==> config.mk <==
export PLATFORM = sky130hd
export DESIGN_NAME = reg_lock_scoreboard
export DESIGN_NICKNAME = d
export VERILOG_FILES = /design/src/rtl/reg_lock_scoreboard.sv
export SDC_FILE = /design/constraint.sdc
export NUM_CORES = 1
export LEC_CHECK = 0
export BUFFER_PORTS_ARGS = -buffer_cell sky130_fd_sc_hd__clkbuf_2
export CAP_MARGIN = 20
export CORE_MARGIN = 2
export CORE_UTILIZATION = 35
export DETAILED_ROUTE_END_ITERATION = 10
export GPL_TIMING_DRIVEN = 0
export HOLD_SLACK_MARGIN = 0.08
export RECOVER_POWER = 25
export SYNTH_ARGS = -nofsm -noshare
export SYNTH_HDL_FRONTEND = slang
export SYNTH_SLANG_ARGS = --single-unit
==> constraint.sdc <==
create_clock -name clk -period 6.67 [get_ports clk]
set_clock_uncertainty 0.05 [all_clocks]
set_input_delay 1.334 -clock clk [delete_from_list [all_inputs] [get_ports clk]]
set_output_delay 1.334 -clock clk [all_outputs]
set_load 0.02 [all_outputs]
==> src/rtl/reg_lock_scoreboard.sv <==
// rtl/reg_lock_scoreboard.sv - per-resource outstanding-write counters gating decode reads
// Allow flags and lock_ready look only at registered counters; lock/release/flush act at the edge.
module reg_lock_scoreboard #(
    parameter int NREG  = 32,
    parameter int CNT_W = 2,
    parameter int NSPEC = 3,
    parameter int NREL  = 2
) (
    input  logic                  clk,
    input  logic                  resetn,
    input  logic [4:0]            chk_rs,
    input  logic [4:0]            chk_rt,
    input  logic [NSPEC-1:0]      chk_spec,
    output logic                  rs_allow,
    output logic                  rt_allow,
    output logic                  spec_allow,
    input  logic                  lock_valid,
    input  logic [4:0]            lock_rd,
    input  logic [NSPEC-1:0]      lock_spec,
    output logic                  lock_ready,
    input  logic [NREL-1:0]       rel_valid,
    input  logic [NREL*5-1:0]     rel_rd,
    input  logic [NREL*NSPEC-1:0] rel_spec,
    input  logic                  flush,
    output logic                  busy,
    output logic                  err_underflow
);
    localparam int AW = 5;
    localparam int SW = CNT_W + 2;
    localparam logic [CNT_W-1:0] CMAX = '1;

    logic [CNT_W-1:0] gpr_cnt  [NREG];
    logic [CNT_W-1:0] gpr_nxt  [NREG];
    logic [SW-1:0]    gpr_sum  [NREG];
    logic [SW-1:0]    gpr_dec  [NREG];
    logic [CNT_W-1:0] spec_cnt [NSPEC];
    logic [CNT_W-1:0] spec_nxt [NSPEC];
    logic [SW-1:0]    spec_sum [NSPEC];
    logic [SW-1:0]    spec_dec [NSPEC];
    logic [NSPEC-1:0] spec_nz;
    logic             lock_hit;
    logic             lock_fire;
    logic             uf_any;

    always_comb begin
        for (int s = 0; s < NSPEC; s++) begin
            spec_nz[s] = (spec_cnt[s] != '0);
        end
        rs_allow   = (chk_rs == '0) || (gpr_cnt[chk_rs] == '0);
        rt_allow   = (chk_rt == '0) || (gpr_cnt[chk_rt] == '0);
        spec_allow = ~|(chk_spec & spec_nz);
    end

    // Saturation check is independent of lock_valid so decode can see it before issuing.
    always_comb begin
        lock_hit = (lock_rd != '0) && (gpr_cnt[lock_rd] == CMAX);
        for (int s = 0; s < NSPEC; s++) begin
            if (lock_spec[s] && spec_cnt[s] == CMAX) lock_hit = 1'b1;
        end
        lock_ready = ~lock_hit;
        lock_fire  = lock_valid & lock_ready;
    end

    always_comb begin
        uf_any = 1'b0;
        for (int i = 0; i < NREG; i++) begin
            gpr_dec[i] = '0;
            for (int p = 0; p < NREL; p++) begin
                if (i != 0 && rel_valid[p] && rel_rd[AW*p +: AW] == AW'(i))
                    gpr_dec[i] = gpr_dec[i] + SW'(1);
            end
            gpr_sum[i] = {2'b00, gpr_cnt[i]}
                       + SW'(lock_fire && i != 0 && lock_rd == AW'(i))
                       - gpr_dec[i];
            gpr_nxt[i] = gpr_sum[i][SW-1] ? '0 : gpr_sum[i][CNT_W-1:0];
            uf_any     = uf_any | gpr_sum[i][SW-1];
        end
        for (int s = 0; s < NSPEC; s++) begin
            spec_dec[s] = '0;
            for (int p = 0; p < NREL; p++) begin
                if (rel_valid[p] && rel_spec[NSPEC*p + s])
                    spec_dec[s] = spec_dec[s] + SW'(1);
            end
            spec_sum[s] = {2'b00, spec_cnt[s]} + SW'(lock_fire && lock_spec[s]) - spec_dec[s];
            spec_nxt[s] = spec_sum[s][SW-1] ? '0 : spec_sum[s][CNT_W-1:0];
            uf_any      = uf_any | spec_sum[s][SW-1];
        end
    end

    always_comb begin
        busy = 1'b0;
        for (int i = 0; i < NREG; i++)  busy = busy | (gpr_cnt[i] != '0);
        for (int s = 0; s < NSPEC; s++) busy = busy | (spec_cnt[s] != '0);
    end

    // Flush squashes that cycle's lock/release traffic, including any underflow it would raise.
    always_ff @(posedge clk or negedge resetn) begin
        if (!resetn) begin
            for (int i = 0; i < NREG; i++)  gpr_cnt[i]  <= '0;
            for (int s = 0; s < NSPEC; s++) spec_cnt[s] <= '0;
            err_underflow <= 1'b0;
        end else if (flush) begin
            for (int i = 0; i < NREG; i++)  gpr_cnt[i]  <= '0;
            for (int s = 0; s < NSPEC; s++) spec_cnt[s] <= '0;
        end else begin
            for (int i = 0; i < NREG; i++)  gpr_cnt[i]  <= gpr_nxt[i];
            for (int s = 0; s < NSPEC; s++) spec_cnt[s] <= spec_nxt[s];
            if (uf_any) err_underflow <= 1'b1;
        end
    end
endmodule

Word level (Yosys, flattened, before mapping)
Cells that the tools add are included.
Widths: inputs -> output; s select.

word-level totals
  flip-flop bits (word level) = 71
  latch bits = 0
  bits in writable memories = 0
  bits in read-only memories = 0
  output and inout port bits = 6
  memories kept = 0

cells by class
  $add $sub $neg = 102
  multiply operators = 0
  div/mod/pow operators = 0
  magnitude comparators = 3
  equality and inequality tests = 97
  shift operators = 0
  muxes and demuxes = 116
  bitwise operators = 74
  reductions and logical operators = 151

operator list
  operator             count
  $eq 5x5->1 const B   48
  $mux 4               33
  $sub 3x4->4          33
  $eq 5x4->1 const B   24
  $logic_and 1x1->1    106
  $add 2x1->3          34
  $mux 2               41
  $reduce_bool 2->1    35
  $or 1x1->1           67
  $mux 64              1
  $eq 5x3->1 const B   12
  $add 1x1->2 const B  28
  $mux 1               37
  $bmux 2 s5           3
  $eq 5x2->1 const B   6
  $add 4x1->4 const B  6
  $ge 6x6->1 const B   3
  $not 5->6            3
  $eq 5x1->1 const B   3
  $logic_not 5->1      2
  $eq 2x2->1 const B   4
  $mux 6               1
  $reduce_bool 5->1    1
  $logic_not 2->1      2
  8 further kinds      10

Logic depth before layout (Yosys ltp)
Gate-level depths: netlist of the first run.

  depth in word-level cells = 48
  mapped depth = 16

Least setup slack after synthesis of the first run
No wires, ideal clock.

  kind = input-to-output
  from = in chk_rs[2]
  to = out rs_allow
  arrival time = 3031 ps
  slack = 2255 ps
  stages on the path = 6
  cell sequence = buf_2 buf_2 a21oi_1 mux4_2 mux2_2 a211oi_1

on the way
  cells in the longest elaborated chain, start to end = 6
  elaborated cells on any way between the ends = 7
  those cells by class = 3 x mux; 1 x bitwise; 3 x reduce/logical

ends and longest elaborated chain
  item                                        RTL line  RTL
  start, declared                             11        input logic [4:0] chk_rs,
  $not 5->6 (not written as such)             49        rs_allow = (chk_rs == '0) || (gpr_cnt[chk_rs] == '0);
  $bmux 2 s5                                  49
  $mux 2 (not written as such) (2 in series)  49
  $logic_not 2->1                             49
  $logic_or 1x1->1 (*)                        49
  end, declared                               14        output logic rs_allow,

Every way passes the cells marked *; elsewhere a longest branch is shown, timed or not. The select of a mux whose other input is x is not followed.

Worst setup path in the final report of the first run
  from = in lock_rd[2]
  to = reg err_underflow

on the way
  cells in the longest elaborated chain, start to end = 48
  elaborated cells on any way between the ends = 179
  those cells by class = 68 x add/sub; 32 x eq/ne; 6 x mux; 36 x bitwise; 37 x reduce/logical

ends and longest elaborated chain
  item                                        RTL line  RTL
  start, declared                             18        input logic [4:0] lock_rd,
  $not 5->6 (not written as such)             56        lock_hit = (lock_rd != '0) && (gpr_cnt[lock_rd] == CMAX);
  $bmux 2 s5                                  56
  $mux 2 (not written as such) (2 in series)  56
  $eq 2x2->1                                  56
  $logic_and 1x1->1                           56
  $mux 1 (3 in series)                        58        if (lock_spec[s] && spec_cnt[s] == CMAX) lock_hit = 1'b1;
  $not 1->1                                   60        lock_ready = ~lock_hit;
  $and 1x1->1                                 61        lock_fire = lock_valid & lock_ready;
  $logic_and 1x1->1                           73        + SW'(lock_fire && i != 0 && lock_rd == AW'(i))
  $add 2x1->3                                 73
  $sub 3x4->4                                 74        - gpr_dec[i];
  $or 1x1->1 (30 in series)                   76        uf_any = uf_any | gpr_sum[i][SW-1];
  $or 1x1->1 (2 in series)                    86        uf_any = uf_any | spec_sum[s][SW-1];
  $or 1x1->1 (*)                              86
  $reduce_and 2->1 (no line) (*)              n/a
  end signal, assigned                        101       err_underflow <= 1'b0;
  end signal, assigned                        108       if (uf_any) err_underflow <= 1'b1;
  end, declared                               26        output logic err_underflow

Marks and branches as above.
A chain may end at the register's enable or synchronous reset.

==> reports/results.ini, run 1 <==
[power_and_ir_drop]
p_per_area_mw_per_mm2 = 139
p_leak_nw = 3.93
irDropWorstVdd_v = 0.0000925

[clocking]
clk_latency_ns = 0.35
cts_tree = built
clk_path_buf_depth = 2
cts-resized-gates = 0
clk_pin_slew_ns = 0.06
htreeDepth = 3
cts_setup_buffers = 0
hold_buffers = 0
cts_num_sinks = 69
cts_inserted_buffers = 9
clockRootBuffer = clkbuf_16

[place]
place_inst = 1180
port_buffers = 40
place_congestion = 0.928
placed_area_mm2 = 0.00851
dp_hpwl_um = 18200

[layout]
drive_gt1_share_pct = 11.0
num-nets-final = 1119
fin_area_mm2 = 0.00875
fill_cells = 2272
final_cell_mix = inv_1, ha_1, nor2_1
multi_input_area_mm2 = 0.00550
layout_commonest_cell = inv_1
seq_area_mm2 = 0.00173
instances_no_fill = 1195
antenna_cells = 0
syn_to_final_growth_pct = 10.4

[synth]
syn_area_mm2 = 0.00792
synth_xor_area_share_pct = 3.76
ys.flop_type = dfrtp_1
ys_ff_latch = 69
synth_cell_type_count = 42
synth_seq_area_share_pct = 21.8
synth-edff-count = 0
synthCells = 854
yosys.area_share.simple_pct = 20.8
syn_nets = 1067
synth_warnings = 0
synthMuxAreaShare_pct = 9.50
synth-compound-area-share_pct = 5.25
syn_area_per_cell_um2 = 9.27
synthArstFlopShare_pct = 100
synth_top_family_by_area = adder cells
synthAdderAreaFrac_pct = 30.1

[timing]
fmax_ghz = 0.206
setup_tns_ns = 0
finalCritPeriodShare_pct = 72.8
hold_viol = 0
relSlewSlack_pct = -75.9
layout_min_cycle_time_ns = 4.86
setup_viol = 0
rsz0062_at_grt = no
drv_slew = 47
worst_pin_slew_ns = 2.64
holdWs_ns = 0.633

[grt]
grt_pass1_wl_um = 35600
grt_overflow = 0
grt_use_met1_pct = 27.4
grt_max_degree = 47
grt_pass1_vias = 6351
busiest_layer = met2
grt_use_total_pct = 19.8
antenna_found_initial = 0
grt_use_met2_pct = 30.3
gr-usage-met3_pct = 5.66

[floorplan]
die_y_um = 154
ios = 49
coreArea_mm2 = 0.0224
fp-row-count = 55
start_util_pct = 35.3
dieArea_mm2 = 0.0238
die_w_um = 154

[routing]
drtPass1Iterations = 5
drc = 0
wl_per_cell_um = 19.0
wirelength_um = 22700
drt_iter0_drc = 522
ant_nets = 0
vias = 6400
viasPerCell = 5.36

[hold_path]
hold_path_depth = 2
hp-class = reg -> reg

[run_status]
violations = capacitance limit, slew limit
outcome = complete, but fails checks

[worst_setup_path]
critPathTopFamily = simple AND/OR/NAND/NOR gates
slowest_delay_ns = 0.66
crit_arrival_ns = 5.04
worstRegToRegCells = 13
worst-path-buf-inv = 4
path_depth = 15
cp-end-kind = flop
crit_path_frequent_cell = nand4_1
crit_path_start_kind = input port
ff2ff_setup_slack_ns = 2.92
required_ns = 6.85
path_cells = clkbuf_2, clkbuf_1, nor2_1, a22oi_1, nand2_1, a21boi_1, buf_4, nand4_1, ha_1, inv_1, fa_1, a31oi_1, nor4_1, nand4_1, o31a_1
path_max_fanout = 10
criticalPathCategory = in -> reg
cp_slowest_cell = nor2_1

[run]
maxCapViolCount = 1

## registers in the layout, indices dropped and copies added, names as in the netlist
| signal | count |
|---|---|
| gpr_cnt | 62 |
| spec_cnt | 6 |
| err_underflow | 1 |
## per-layer routing
| layer | part of all wire (%) | vias up |
|---|---|---|
| li1 | - | 3019 |
| met4 | 2.1 | 0 |
| met1 | 46 | 3115 |
| met3 | 8.5 | 41 |
| met5 | 0 | - |
| met2 | 44 | 225 |
## metrics by stage
step / util, % / worst slack, ns / power [W]
floorplan: - / 2.26 / 0.000663
global placement: 37.8 / 1.59 / 0.000768
detailed placement: 37.9 / 1.62 / 0.000772
CTS: 39.1 / 1.95 / 0.00122
global route: 39.0 / 1.38 / 0.00128
finish: 39.0 / 1.81 / 0.00121
## synth_stat cells (all sizes together), types with 18 or more instances
master / number / area, µm²
ha: 136 / 1700
fa: 34 / 681
nor2: 103 / 387
nand4: 20 / 125
nor3b: 72 / 541
inv: 137 / 514
nand3: 35 / 175
nand2: 18 / 67.6
a31oi: 35 / 219
clkbuf: 22 / 82.6
xnor2: 34 / 298
mux4: 27 / 608
dfrtp: 69 / 1730
## power by group
| part | switching (W) | internal, W | total [W] |
|---|---|---|---|
| combinational | 0.000177 | 0.000123 | 0.000300 |
| sequential | 0.0000281 | 0.000438 | 0.000466 |
| clock | 0.000189 | 0.000258 | 0.000448 |
| total | 0.000395 | 0.000819 | 0.00121 |
## tightest hold or removal path, cell delays in order (launching register included)
cell and delay [ns]:
dfrtp_1 0.40, nand2b_1 0.12, o31a_1 0.13
## worst paths after layout
check | start | endpoint
setup / recovery | lock_rd[2] | err_underflow$_DFFE_PN0P_
hold / removal | err_underflow$_DFFE_PN0P_ | err_underflow$_DFFE_PN0P_
setup reg to reg | gpr_cnt[60]$_DFF_PN0_ | err_underflow$_DFFE_PN0P_
hold reg to reg | err_underflow$_DFFE_PN0P_ | err_underflow$_DFFE_PN0P_
max in group asynchronous | resetn | gpr_cnt[12]$_DFF_PN0_
min in group asynchronous | resetn | gpr_cnt[53]$_DFF_PN0_
## layout make-up
cell class | count | share of cell area (%)
Inverter | 137 | 5.88
Buffer | 35 | 2.07
Multi-Input combinational cell | 613 | 62.8
Clock buffer | 11 | 2.78
Timing Repair Buffer | 41 | 2.32
Clock inverter | 4 | 0.286
Tap cell | 285 | 4.08
Sequential cell | 69 | 19.7
## cell families after synthesis
family	after synthesis
compound gates	62
xor+xnor	34
fa+ha+maj	170
buf+inv	172
flops	69
mux	41
simple gates	306
No activity file was read; power rests on OpenSTA's default activity.
==> run 2, diff against run 1 <==
==> constraint.sdc (replaced) <==
create_clock -name clk -period 4.4 [get_ports clk]
set_clock_uncertainty 0.05 [all_clocks]
set_input_delay 0.88 -clock clk [delete_from_list [all_inputs] [get_ports clk]]
set_output_delay 0.88 -clock clk [all_outputs]
set_load 0.02 [all_outputs]
==> reports/results.ini, run 2 (same netlist as run 1, synthesis figures left out) <==
[routing]
ant_nets = 0
drc = 0
wirelength_um = 22700
drt_iter0_drc = 453
vias = 6359
drtPass1Iterations = 5
viasPerCell = 5.33
wl_per_cell_um = 19.0

[timing]
setup_viol = 0
layout_min_cycle_time_ns = 4.21
fmax_ghz = 0.237
relSlewSlack_pct = -41.9
worst_pin_slew_ns = 2.12
setup_tns_ns = 0
finalWorstSetupSlack_ns = 0.189
hold_viol = 0
drv_slew = 47
finalCritPeriodShare_pct = 95.7
rsz0062_at_grt = no

[grt]
antenna_found_initial = 0
grt_pass1_vias = 6351
grt_pass1_wl_um = 35600
grt_use_total_pct = 19.8
grt_max_degree = 47
grt_overflow = 0

[clocking]
cts_tree = built
clk_latency_ns = 0.35
cts_inserted_buffers = 9
clockRootBuffer = clkbuf_16
cts_num_sinks = 69
hold_buffers = 0
htreeDepth = 3
clk_pin_slew_ns = 0.06
clk_path_buf_depth = 2

[worst_setup_path]
worstRegToRegCells = 13
path_cells = buf_4, buf_6, buf_6, mux2i_1, o22ai_1, o21ai_0, o2bb2ai_4, buf_6, nand4_1, ha_1, inv_1, ha_1, a31oi_1, nor4_1, nand4_1, o31a_1
crit-reg2reg-capture = err_underflow$_DFFE_PN0P_
crit_path_start_kind = input port
ff2ff_setup_slack_ns = 0.65
path_max_fanout = 10
cp-end-kind = flop
cp_slowest_cell = nor4_1
r2r-start = gpr_cnt[25]$_DFF_PN0_
required_ns = 4.58
slowest_delay_ns = 0.60
crit_path_frequent_cell = buf_6
crit_arrival_ns = 4.39
critPathTopFamily = compound AO/OA/AOI/OAI gates
criticalPathCategory = in -> reg
worst-path-buf-inv = 5

[layout]
antenna_cells = 0
largest_register = gpr_cnt
layout_commonest_cell = inv_1
instances_no_fill = 1194
syn_to_final_growth_pct = 10.5
largest_reg_flops = 62
reg_top3 = gpr_cnt (62), spec_cnt (6), err_underflow (1)
num-nets-final = 1118
final_cell_mix = inv_1, ha_1, nor2_1
drive_gt1_share_pct = 11.1

[place]
post-place-ws_ns = -0.195
dp_hpwl_um = 18200
port_buffers = 40
place_congestion = 0.928
place_inst = 1180

[floorplan]
ios = 49
coreArea_mm2 = 0.0224
fp-row-count = 55
dieArea_mm2 = 0.0238
die_w_um = 154
die_y_um = 154
start_util_pct = 35.3

[run_status]
violations = capacitance limit, slew limit
outcome = complete, but fails checks

[power_and_ir_drop]
p_per_area_mw_per_mm2 = 210
finalPower_w = 0.00184
irDropWorstVdd_v = 0.000140
p_leak_nw = 3.94

[hold_path]
hp-class = reg -> reg
hold_path_depth = 2
min-delay-start = err_underflow$_DFFE_PN0P_
holdPathEnd = err_underflow$_DFFE_PN0P_

[run]
maxCapViolCount = 1

==> run 2: tightest hold or removal path, stage by stage, from the launching register on <==
cell	delay, ns
dfrtp_1	0.40
nand2b_1	0.12
o31a_1	0.12
==> run 2: power breakdown <==
group / switching (W) / internal [W]
Clock: 0.000288 / 0.000392
Combinational: 0.000269 / 0.000187
Sequential: 0.0000426 / 0.000664
==> run 2: worst max path at each step <==
stage	startpoint	cells past startpoint	endpoint
2_1_floorplan	lock_rd[1]	15	err_underflow$_DFFE_PN0P_
3_3_place_gp	lock_rd[2]	15	err_underflow$_DFFE_PN0P_
3_5_place_dp	lock_rd[2]	15	err_underflow$_DFFE_PN0P_
4_1_cts	lock_rd[2]	15	err_underflow$_DFFE_PN0P_
5_1_grt	lock_rd[1]	16	err_underflow$_DFFE_PN0P_
6_report	lock_rd[1]	16	err_underflow$_DFFE_PN0P_
==> run 2: metrics by stage <==
step                      hold WS (ns)  utilization [%]  area, µm²
final                            0.631             39.0       8750
after global placement           0.621             37.8       8480
after detailed placement         0.630             37.9       8510
after CTS                        0.443             39.1       8770
after global routing             0.665             39.0       8750
after floorplan                  0.534                -       7920
==> run 2: layer usage <==
layer	routed length (µm)	global-route usage (%)	vias up
met5	0	0	-
met1	10300	27.4	3073
met2	9940	30.3	240
li1	-	-	3018
met3	2000	5.66	28
met4	397	5.38	0
==> run 2: cell type report <==
type / count / area, µm²
Multi-Input combinational cell: 613 / 5500
Clock buffer: 11 / 243
Inverter: 137 / 514
Clock inverter: 4 / 25.0
Buffer: 34 / 178
Tap cell: 285 / 357
Sequential cell: 69 / 1730
Timing Repair Buffer: 41 / 211
Fill cell: 2273 / 13700
==> run 2: timing repair <==
action                                 4_1_cts  5_1_grt
gates resized for setup                      0        1
setup endpoints to repair                    0        1
endpoints found under the hold margin        0        0
buffers inserted                             0        0
==> run 3, diff against run 2 <==
==> constraint.sdc (replaced) <==
create_clock -name clk -period 4 [get_ports clk]
set_clock_uncertainty 0.05 [all_clocks]
set_input_delay 0.8 -clock clk [delete_from_list [all_inputs] [get_ports clk]]
set_output_delay 0.8 -clock clk [all_outputs]
set_load 0.02 [all_outputs]
==> reports/results.ini, run 3 (same netlist as run 1, synthesis figures left out) <==
[run_status]
outcome = complete, no violations

[place]
place_inst = 1180
post-place-ws_ns = -0.515
port_buffers = 40
placed_area_mm2 = 0.00851
place_congestion = 0.928
dp_hpwl_um = 18200

[timing]
setup_tns_ns = 0
fmax_ghz = 0.256
setup_viol = 0
worst_pin_slew_ns = 1.36
finalWorstSetupSlack_ns = 0.0985
layout_min_cycle_time_ns = 3.90
finalCritPeriodShare_pct = 97.5
drv_slew = 0
hold_viol = 0
relSlewSlack_pct = 9.13

[worst_setup_path]
crit_path_frequent_cell = buf_6
crit_path_start_kind = input port
worst-path-buf-inv = 4
crit_arrival_ns = 4.09
cp_slowest_cell = mux4_2
path_max_fanout = 10
criticalPathCategory = in -> reg
slowest_delay_ns = 0.51
path_cells = buf_4, buf_6, mux2i_1, mux4_2, nor3_4, o2bb2ai_4, buf_6, nand3_1, ha_1, inv_1, fa_1, a31oi_1, nor4_2, nand4_1, o31a_1
required_ns = 4.18
cp-end-kind = flop
critPathTopFamily = simple AND/OR/NAND/NOR gates

[floorplan]
fp-row-count = 55
die_y_um = 154
dieArea_mm2 = 0.0238
die_w_um = 154
ios = 49
coreArea_mm2 = 0.0224
start_util_pct = 35.3

[routing]
wl_per_cell_um = 19.0
drc = 0
vias = 6421
wirelength_um = 22700
viasPerCell = 5.37
ant_nets = 0
drtPass1Iterations = 5
drt_iter0_drc = 538

[layout]
largest_reg_flops = 62
antenna_cells = 0
drive_gt1_share_pct = 12.1
fin_area_mm2 = 0.00880
syn_to_final_growth_pct = 11.1
final_cell_mix = inv_1, ha_1, nor2_1
num-nets-final = 1119
layout_commonest_cell = inv_1
instances_no_fill = 1195
largest_register = gpr_cnt
reg_top3 = gpr_cnt (62), spec_cnt (6), err_underflow (1)

[clocking]
cts_num_sinks = 69
clockRootBuffer = clkbuf_16
cts_tree = built
clk_pin_slew_ns = 0.06
cts_inserted_buffers = 9
clk_path_buf_depth = 2
hold_buffers = 0
clk_latency_ns = 0.35
htreeDepth = 3

[run]
maxCapViolCount = 0

[power_and_ir_drop]
irDropWorstVdd_v = 0.000157
finalPower_w = 0.00203
p_leak_nw = 3.95
p_per_area_mw_per_mm2 = 231

[grt]
grt_use_total_pct = 19.8
grt_pass1_wl_um = 35600
antenna_found_initial = 0
grt_pass1_vias = 6351
grt_overflow = 0
grt_max_degree = 47

[hold_path]
hp-class = reg -> reg

## run 3: final timing paths
check	startpoint	to	slack (ns)	cells after the start
worst max-delay path	lock_rd[1]	err_underflow$_DFFE_PN0P_	0.1	15
worst min-delay path	err_underflow$_DFFE_PN0P_	err_underflow$_DFFE_PN0P_	0.63	2
worst max register to register	gpr_cnt[25]$_DFF_PN0_	err_underflow$_DFFE_PN0P_	0.45	13
worst min register to register	err_underflow$_DFFE_PN0P_	err_underflow$_DFFE_PN0P_	0.63	2
max in group asynchronous	resetn	gpr_cnt[12]$_DFF_PN0_	1.36	2
min in group asynchronous	resetn	gpr_cnt[53]$_DFF_PN0_	0.70	1
## run 3: layer usage
layer  track usage [%]  up-vias  part of all wire [%]
met5                 0        -                     0
met4              5.38        0                   2.2
met3              5.66       37                   9.2
met2              30.3      266                    44
met1              27.4     3097                    45
li1                  -     3021                     -
## run 3: stage by stage
stage	hold slack [ns]	util [%]
6_report	0.635	39.2
4_1_cts	0.363	39.2
3_5_place_dp	0.630	37.9
2_1_floorplan	0.454	-
5_1_grt	0.665	39.2
3_3_place_gp	0.621	37.8
## run 3: tightest hold or removal path, stage by stage (launching register included)
cell      delay (ns)
dfrtp_1         0.40
nand2b_1        0.12
o31a_1          0.13
## run 3: final cells by class
type	count	area (µm²)
fill	2267	13600
tap	285	357
clock inverter	4	25.0
multi-input combinational	613	5550
clock buffer	11	243
sequential	69	1730
inverter	137	514
timing repair buffer	41	204
buffer	35	185
## run 3: timing repair
action / in CTS / in global routing
pin swaps: 0 / 2
setup endpoints to repair: 1 / 1
resized for setup: 3 / 9
buffers inserted: 0 / 0
cloned: 0 / 0
## run 3: report_power, final
group / switching (W) / internal (W) / total, W
clock network: 0.000320 / 0.000431 / 0.000750
logic: 0.000298 / 0.000209 / 0.000507
registers: 0.0000468 / 0.000730 / 0.000777
total: 0.000665 / 0.00137 / 0.00203
